### config.mk
export PLATFORM = sky130hd
export DESIGN_NAME = seed_loader
export DESIGN_NICKNAME = d
export VERILOG_FILES = /design/src/rtl/seed_loader.sv
export SDC_FILE = /design/constraint.sdc
export NUM_CORES = 1
export LEC_CHECK = 0
export ABC_AREA = 1
export CAP_MARGIN = 20
export CORE_MARGIN = 10
export CORE_UTILIZATION = 45
export CTS_CLUSTER_DIAMETER = 200
export DETAILED_ROUTE_END_ITERATION = 12
export GPL_ROUTABILITY_DRIVEN = 0
export MAX_ROUTING_LAYER = met4
export PLACE_DENSITY = 0.77
export SLEW_MARGIN = 15
export SYNTH_ARGS = -nofsm -noshare
export SYNTH_HDL_FRONTEND = slang
export SYNTH_SLANG_ARGS = --single-unit
### constraint.sdc
create_clock -name clk -period 2 [get_ports clk]
set_clock_uncertainty 0.1 [all_clocks]
set_input_delay 0.4 -clock clk [delete_from_list [all_inputs] [get_ports clk]]
set_output_delay 0.4 -clock clk [all_outputs]
set_load 0.02 [all_outputs]
### src/rtl/seed_loader.sv
// seed_loader: writes the selected Game of Life seed pattern into the grid memory one row at a time.
module seed_loader #(
    parameter int ROWS  = 16,
    parameter int COLS  = 16,
    parameter int ROW_W = 4
) (
    input  logic             clk,
    input  logic             reset,
    input  logic [3:0]       key,
    input  logic             key_valid,
    input  logic             start,
    input  logic             row_ready,
    output logic             row_we,
    output logic [ROW_W-1:0] row_addr,
    output logic [COLS-1:0]  row_data,
    output logic             busy,
    output logic             load_done,
    output logic             seed_err,
    output logic [2:0]       seed_id
);
    typedef enum logic [1:0] {IDLE, WRITE, DONE} state_t;

    state_t           state_q, state_d;
    logic             row_we_q, row_we_d;
    logic [ROW_W-1:0] row_addr_q, row_addr_d;
    logic [COLS-1:0]  row_data_q, row_data_d;
    logic             busy_q, busy_d;
    logic             load_done_q, load_done_d;
    logic             seed_err_q, seed_err_d;
    logic [2:0]       seed_id_q, seed_id_d;
    logic [2:0]       key_seed;
    logic             key_ok;
    logic             last_row;

    // Seeds live in columns 0-3 of the listed rows; every other row is empty.
    function automatic logic [COLS-1:0] pattern(input logic [2:0] s, input logic [ROW_W-1:0] r);
        int         ri;
        logic [3:0] p;
        ri = int'(r);
        p = (s == 3'd1) ? ((ri == 2) ? 4'hE : 4'h0) :
            (s == 3'd2) ? ((ri == 1) ? 4'h2 : (ri == 2) ? 4'h4 : (ri == 3) ? 4'h7 : 4'h0) :
            (s == 3'd3) ? ((ri == 1 || ri == 2) ? 4'h6 : 4'h0) :
            (s == 3'd4) ? ((ri == 3) ? 4'hC : (ri == 4) ? 4'h6 : (ri == 5) ? 4'h4 : 4'h0) :
            4'h0;
        return {{(COLS-4){1'b0}}, p};
    endfunction

    always_comb begin
        key_seed = (key == 4'b0001) ? 3'd1 :
                   (key == 4'b0010) ? 3'd2 :
                   (key == 4'b0100) ? 3'd3 :
                   (key == 4'b1000) ? 3'd4 : 3'd0;
        key_ok   = key_valid && (key_seed != 3'd0);
        last_row = (row_addr_q == ROW_W'(ROWS - 1));
    end

    always_comb begin
        state_d     = state_q;
        row_we_d    = row_we_q;
        row_addr_d  = row_addr_q;
        row_data_d  = row_data_q;
        busy_d      = busy_q;
        load_done_d = 1'b0;
        seed_err_d  = 1'b0;
        seed_id_d   = seed_id_q;
        case (state_q)
            IDLE: begin
                if (start && key_ok) begin
                    state_d    = WRITE;
                    seed_id_d  = key_seed;
                    row_addr_d = '0;
                    row_data_d = pattern(key_seed, '0);
                    row_we_d   = 1'b1;
                    busy_d     = 1'b1;
                end else if (start) begin
                    seed_err_d = 1'b1;
                end
            end
            WRITE: begin
                // Without row_ready every write-side output simply holds.
                if (row_ready && last_row) begin
                    state_d     = DONE;
                    row_we_d    = 1'b0;
                    row_data_d  = '0;
                    load_done_d = 1'b1;
                end else if (row_ready) begin
                    row_addr_d = row_addr_q + ROW_W'(1);
                    row_data_d = pattern(seed_id_q, row_addr_q + ROW_W'(1));
                end
            end
            DONE: begin
                state_d = IDLE;
                busy_d  = 1'b0;
            end
            default: state_d = IDLE;
        endcase
    end

    always_ff @(posedge clk or posedge reset) begin
        if (reset) begin
            state_q     <= IDLE;
            row_we_q    <= 1'b0;
            row_addr_q  <= '0;
            row_data_q  <= '0;
            busy_q      <= 1'b0;
            load_done_q <= 1'b0;
            seed_err_q  <= 1'b0;
            seed_id_q   <= 3'd0;
        end else begin
            state_q     <= state_d;
            row_we_q    <= row_we_d;
            row_addr_q  <= row_addr_d;
            row_data_q  <= row_data_d;
            busy_q      <= busy_d;
            load_done_q <= load_done_d;
            seed_err_q  <= seed_err_d;
            seed_id_q   <= seed_id_d;
        end
    end

    assign row_we    = row_we_q;
    assign row_addr  = row_addr_q;
    assign row_data  = row_data_q;
    assign busy      = busy_q;
    assign load_done = load_done_q;
    assign seed_err  = seed_err_q;
    assign seed_id   = seed_id_q;
endmodule

# --- Word level (Yosys, flattened, before mapping) ---
# Index checks and enable logic that the tools add are counted.
classes:
  addsub: 1
  eq_ne: 21
  muxes: 36
  reduce_logical: 14
ops:
  columns: ["op", "count"]
  rows:
  - ["16-bit 2-to-1 mux", 3]
  - ["4-bit 2-to-1 mux", 9]
  - ["16-bit case mux with 2 select lines", 1]
  - ["3-bit 2-to-1 mux", 10]
  - ["4-bit equality test (second input constant)", 4]
  - ["4-bit by 3-bit equality test with 1-bit output (second input constant)", 3]
  - ["4-bit by 2-bit equality test with 1-bit output (second input constant)", 2]
  - ["2-bit inequality test (second input constant)", 4]
  - ["4-bit case mux with 2 select lines", 1]
  - ["1-bit 2-to-1 mux", 7]
  - ["3-bit by 2-bit equality test with 1-bit output (second input constant)", 2]
  - ["2-bit AND reduction", 3]
  - ["3-bit AND reduction", 2]
  - ["4-bit by 1-bit adder with 4-bit output (second input constant)", 1]
  - ["4-bit by 1-bit equality test with 1-bit output (second input constant)", 1]
  - ["2-bit 2-to-1 mux", 2]
  - ["1-bit case mux with 2 select lines", 2]
  - ["2-bit case mux with 2 select lines", 1]
  - ["4-bit AND reduction", 1]
  - ["2-bit nonzero test", 2]
  - ["3-bit by 1-bit equality test with 1-bit output (second input constant)", 1]
  - ["3-bit equality test (second input constant)", 1]
  - ["1-bit logical AND", 3]
  - ["3-bit inequality test (second input constant)", 1]
  - ["other kinds (5)", 5]
totals:
  output_inout_bits: 27
  ff_bits: 29
  inputBits: 9

# --- Longest topological paths before layout ---
depth:
  ltp_word: 12
  ltp_mapped: 10
  ltp_nobuf: 9

# --- Worst setup path after synthesis ---
# OpenSTA, ideal clock, no wires.
synth_timing:
  path_type: "flip-flop to flip-flop"
  start: "reg row_addr_q[0], in the netlist row_addr[0]"
  end: "reg row_data_q[2], in the netlist row_data[2]"
  stages_incl_launch_ff: 10
  arrival_ps: 1473
  required_ps: 1784
  n_path_buf: 0
  slack_ps: 310
  path_cell_list: "dfrtp_1 -> inv_1 -> ha_1 -> or2_2 -> nand4_1 -> nand3b_1 -> nand2_1 -> nand2_1 -> nand2_1 -> nand2_1"
synth_via:
  elab_chain_cells: 12
synth_lines:
  columns: ["element", "line_no", "rtl"]
  rows:
  - ["start, declared", "25", "logic [ROW_W-1:0] row_addr_q, row_addr_d;"]
  - ["start signal, assigned", "112", "row_addr_q <= row_addr_d;"]
  - ["4-bit by 1-bit adder with 4-bit output", "88", "row_data_d = pattern(seed_id_q, row_addr_q + ROW_W'(1));"]
  - ["4-bit equality test", "43", "(s == 3'd4) ? ((ri == 3) ? 4'hC : (ri == 4) ? 4'h6 : (ri == 5) ? 4'h4 : 4'h0) :"]
  - ["3-bit 2-to-1 mux (2 in series)", "43", null]
  - ["4-bit 2-to-1 mux (2 in series)", "43", null]
  - ["4-bit 2-to-1 mux", "42", "(s == 3'd3) ? ((ri == 1 || ri == 2) ? 4'h6 : 4'h0) :"]
  - ["4-bit 2-to-1 mux", "41", "(s == 3'd2) ? ((ri == 1) ? 4'h2 : (ri == 2) ? 4'h4 : (ri == 3) ? 4'h7 : 4'h0) :"]
  - ["4-bit 2-to-1 mux", "40", "p = (s == 3'd1) ? ((ri == 2) ? 4'hE : 4'h0) :"]
  - ["16-bit 2-to-1 mux", "86", "end else if (row_ready) begin"]
  - ["16-bit 2-to-1 mux", "81", "if (row_ready && last_row) begin"]
  - ["16-bit case mux with 2 select lines", "66", "case (state_q)"]
  - ["end signal, assigned", "113", "row_data_q <= row_data_d;"]
  - ["end, declared", "26", "logic [COLS-1:0] row_data_q, row_data_d;"]
# Parallel ways exist; a longest one is shown, timed or not. The select of a mux whose other input is x is not followed.
# A chain may end at the register's enable or synchronous reset.

# --- Worst setup path after layout ---
layout_timing:
  start: "reg row_addr_q[0], in the netlist row_addr[0]"
  end: "out row_addr[0]"
layout_lines:
  columns: ["element", "line_no", "rtl"]
  rows:
  - ["end, declared", "14", "output logic [ROW_W-1:0] row_addr,"]
# No word-level cell between the ends.

==> results.py <==
metrics = {
    "final_layout": {
        "fillCellCount": 208,
        "instances_no_fill": 199,
        "diodes": 0,
        "drive_gt1_frac": 0.105,
        "multiInputGateArea_um2": 561,
        "area_growth_pct": 22.9,
        "fin_util": 0.601,
        "nNetsFinal": 186,
        "regArea_um2": 425,
    },
    "die": {
        "start_util": 0.489,
        "dieArea_mm2": 0.00486,
        "rows": 17,
        "die_w_um": 69.7,
        "core_mm2": 0.00228,
        "die_y_um": 69.7,
        "io-pin-count": 36,
    },
    "global_route": {
        "antenna_found_initial": 0,
        "grt_max_degree": 18,
        "grt_pass1_vias": 1009,
        "globalRouteOverflowTotal": 0,
        "grt_pass1_wl_mm": 4.19,
        "track_usage": 0.101,
    },
    "sta": {
        "finalCriticalPeriod_ns": 1.91,
        "rsz0062_at_grt": "no",
        "fin_crit_sh": 0.954,
        "slew_headroom": 0.568,
        "fin_hold_ws_ns": 0.385,
        "tns_ns": 0,
        "worstMarginPinSlew_ns": 0.647,
        "slew_violations": 0,
        "setup_violations": 0,
        "hold_viol_final": 0,
        "max_freq_mhz": 524,
    },
    "routing": {
        "firstDrtPassIters": 4,
        "drtAntennaViolNets": 0,
        "wirelength_mm": 2.46,
        "vias": 974,
        "wl_per_cell_um": 12.4,
        "via_per_inst": 4.89,
        "route.detailed.drc": 0,
        "first_iter_violations": 63,
    },
    "yosys": {
        "yosys_warnings": 0,
        "ys_ff_latch": 17,
        "synth_top_area_cell": "dfrtp_1",
        "synth_top_area_share": 0.382,
        "postSynthCellCount": 143,
        "synthArstFlopShare": 1.00,
        "ys.flop_type": "dfrtp_1",
        "syn_area_mm2": 0.00111,
        "synth-edff-count": 0,
        "synth_cell_types": 27,
        "ys_top_cells_by_area": "dfrtp_1 38%, nand2_1 12%, buf_4 8.8%",
        "syn_avg_cell_area_um2": 7.79,
        "ys_seq_area_frac": 0.382,
    },
    "placement": {
        "portBuffers": 23,
        "detailed_place_hpwl_mm": 2.07,
        "dp_cells": 195,
    },
    "job": {
        "cap_violations": 0,
    },
    "clock_tree": {
        "clk_latency_ns": 0.29,
        "cts_made_buffers": 3,
        "postCtsSetupRepairBufs": 0,
        "cts_resized": 0,
        "cts.clk_slew.worst_paths_ns": 0.11,
        "cts-htree-levels": 1,
        "hold_buffers": 0,
        "clock-sinks": 17,
        "cts_tree": "done",
        "clk_path_buf_depth": 2,
        "cts_root_buf": "clkbuf_4",
    },
    "setup_path": {
        "cp-end-kind": "output pin",
        "cpPeakStageDelay_ns": 0.65,
        "critPathMaxFanout": 7,
        "critPathTopFamily": "buffers and inverters",
        "crit_chain": "clkdlybuf4s50_1",
        "cp_data_arrival_time_ns": 1.41,
        "cp.buffers_inverters": 1,
        "start_kind": "flip-flop",
        "cp_slowest_cell": "clkdlybuf4s50_1",
        "cp.required_ns": 1.50,
        "crit_type": "flip-flop to output pin",
    },
    "worst_hold_path": {
        "hold_path.class": "primary input to async pin",
    },
    "power": {
        "vdd.ir_drop.worst_mv": 0.729,
        "p_per_area_mw_per_mm2": 1070,
        "finalPower_mw": 1.46,
        "leakagePower_nw": 0.697,
    },
    "outcome": {
        "status": "completed",
    },
}
==> final cells by class <==
cell class / instances / share of cell area
Clock buffer: 3 / 0.0165
Clock inverter: 1 / 0.00366
Sequential cell: 17 / 0.311
Inverter: 16 / 0.0439
Timing Repair Buffer: 27 / 0.190
Tap cell: 28 / 0.0256
Multi-Input combinational cell: 107 / 0.410
==> registers in the layout (all words and copies together) (netlist names) <==
name       count
row_addr       4
row_data       4
seed_id        3
state_q        2
busy           1
load_done      1
row_we         1
seed_err       1
==> metal layers <==
layer | wire [µm] | vias up | track usage
li1 | - | 502 | -
met1 | 1090 | 449 | 0.107
met2 | 1300 | 21 | 0.186
met3 | 49 | 2 | 0.0114
met4 | 27 | 0 | 0.0348
met5 | 0 | - | -
==> synth_stat cells, drive strengths merged, types with 3 or more instances <==
library cell / number
buf: 14
nor2: 9
nand4: 7
o21ai: 8
dfrtp: 17
nand2: 39
ha: 5
nor3: 3
nand3: 13
inv: 16
==> logic make-up after synthesis <==
kind of cell	count (synthesis)	synth area share
xor+xnor	2	0.0225
fa+ha+maj	5	0.0562
other cells	1	0.00337
flops	17	0.382
simple gates	74	0.311
compound gates	14	0.0730
buf+inv	30	0.152
==> worst paths after layout <==
check                             from  slack (ns)  cells after the start           to
max in group asynchronous        reset        0.99                      2   seed_id[0]
min in group clk           row_data[0]        0.39                      2  row_data[0]
min                              reset        0.39                      2         busy
max reg2reg                row_addr[0]        0.20                      6  row_data[0]
max                        row_addr[0]        0.09                      1  row_addr[0]
min reg2reg                row_data[0]        0.39                      2  row_data[0]
==> cells in the final DEF, fill, tap and decap left out <==
cell	n
a21oi_1	1
a21oi_2	1
a31oi_1	2
buf_4	4
clkbuf_4	3
clkdlybuf4s50_1	23
clkinv_2	1
conb_1	12
dfrtp_1	17
ha_1	5
inv_1	15
inv_2	1
nand2_1	37
nand2_2	2
nand3_1	11
nand3_2	2
nand3b_1	1
nand3b_2	1
nand4_1	7
nor2_1	8
nor2_2	1
nor3_1	3
o211ai_1	1
o21a_1	1
o21ai_0	2
o21ai_1	6
or2_2	1
xnor2_2	1
xor2_1	1
==> report_power, final <==
part | internal (mW) | switching [mW]
logic | 0.323 | 0.464
clock network | 0.0742 | 0.107
registers | 0.421 | 0.0754
total | 0.818 | 0.647
==> stage by stage <==
| stage | setup WS (ns) | cell area (µm²) |
|---|---|---|
| 6_report | 0.0917 | 1370 |
| 4_1_cts | 0.0786 | 1370 |
| 3_3_place_gp | 0.0851 | 1340 |
| 3_5_place_dp | 0.0112 | 1340 |
| 2_1_floorplan | 0.310 | 1150 |
| 5_1_grt | 0.0345 | 1370 |
Note: power is estimated with default switching activity, not from simulation.
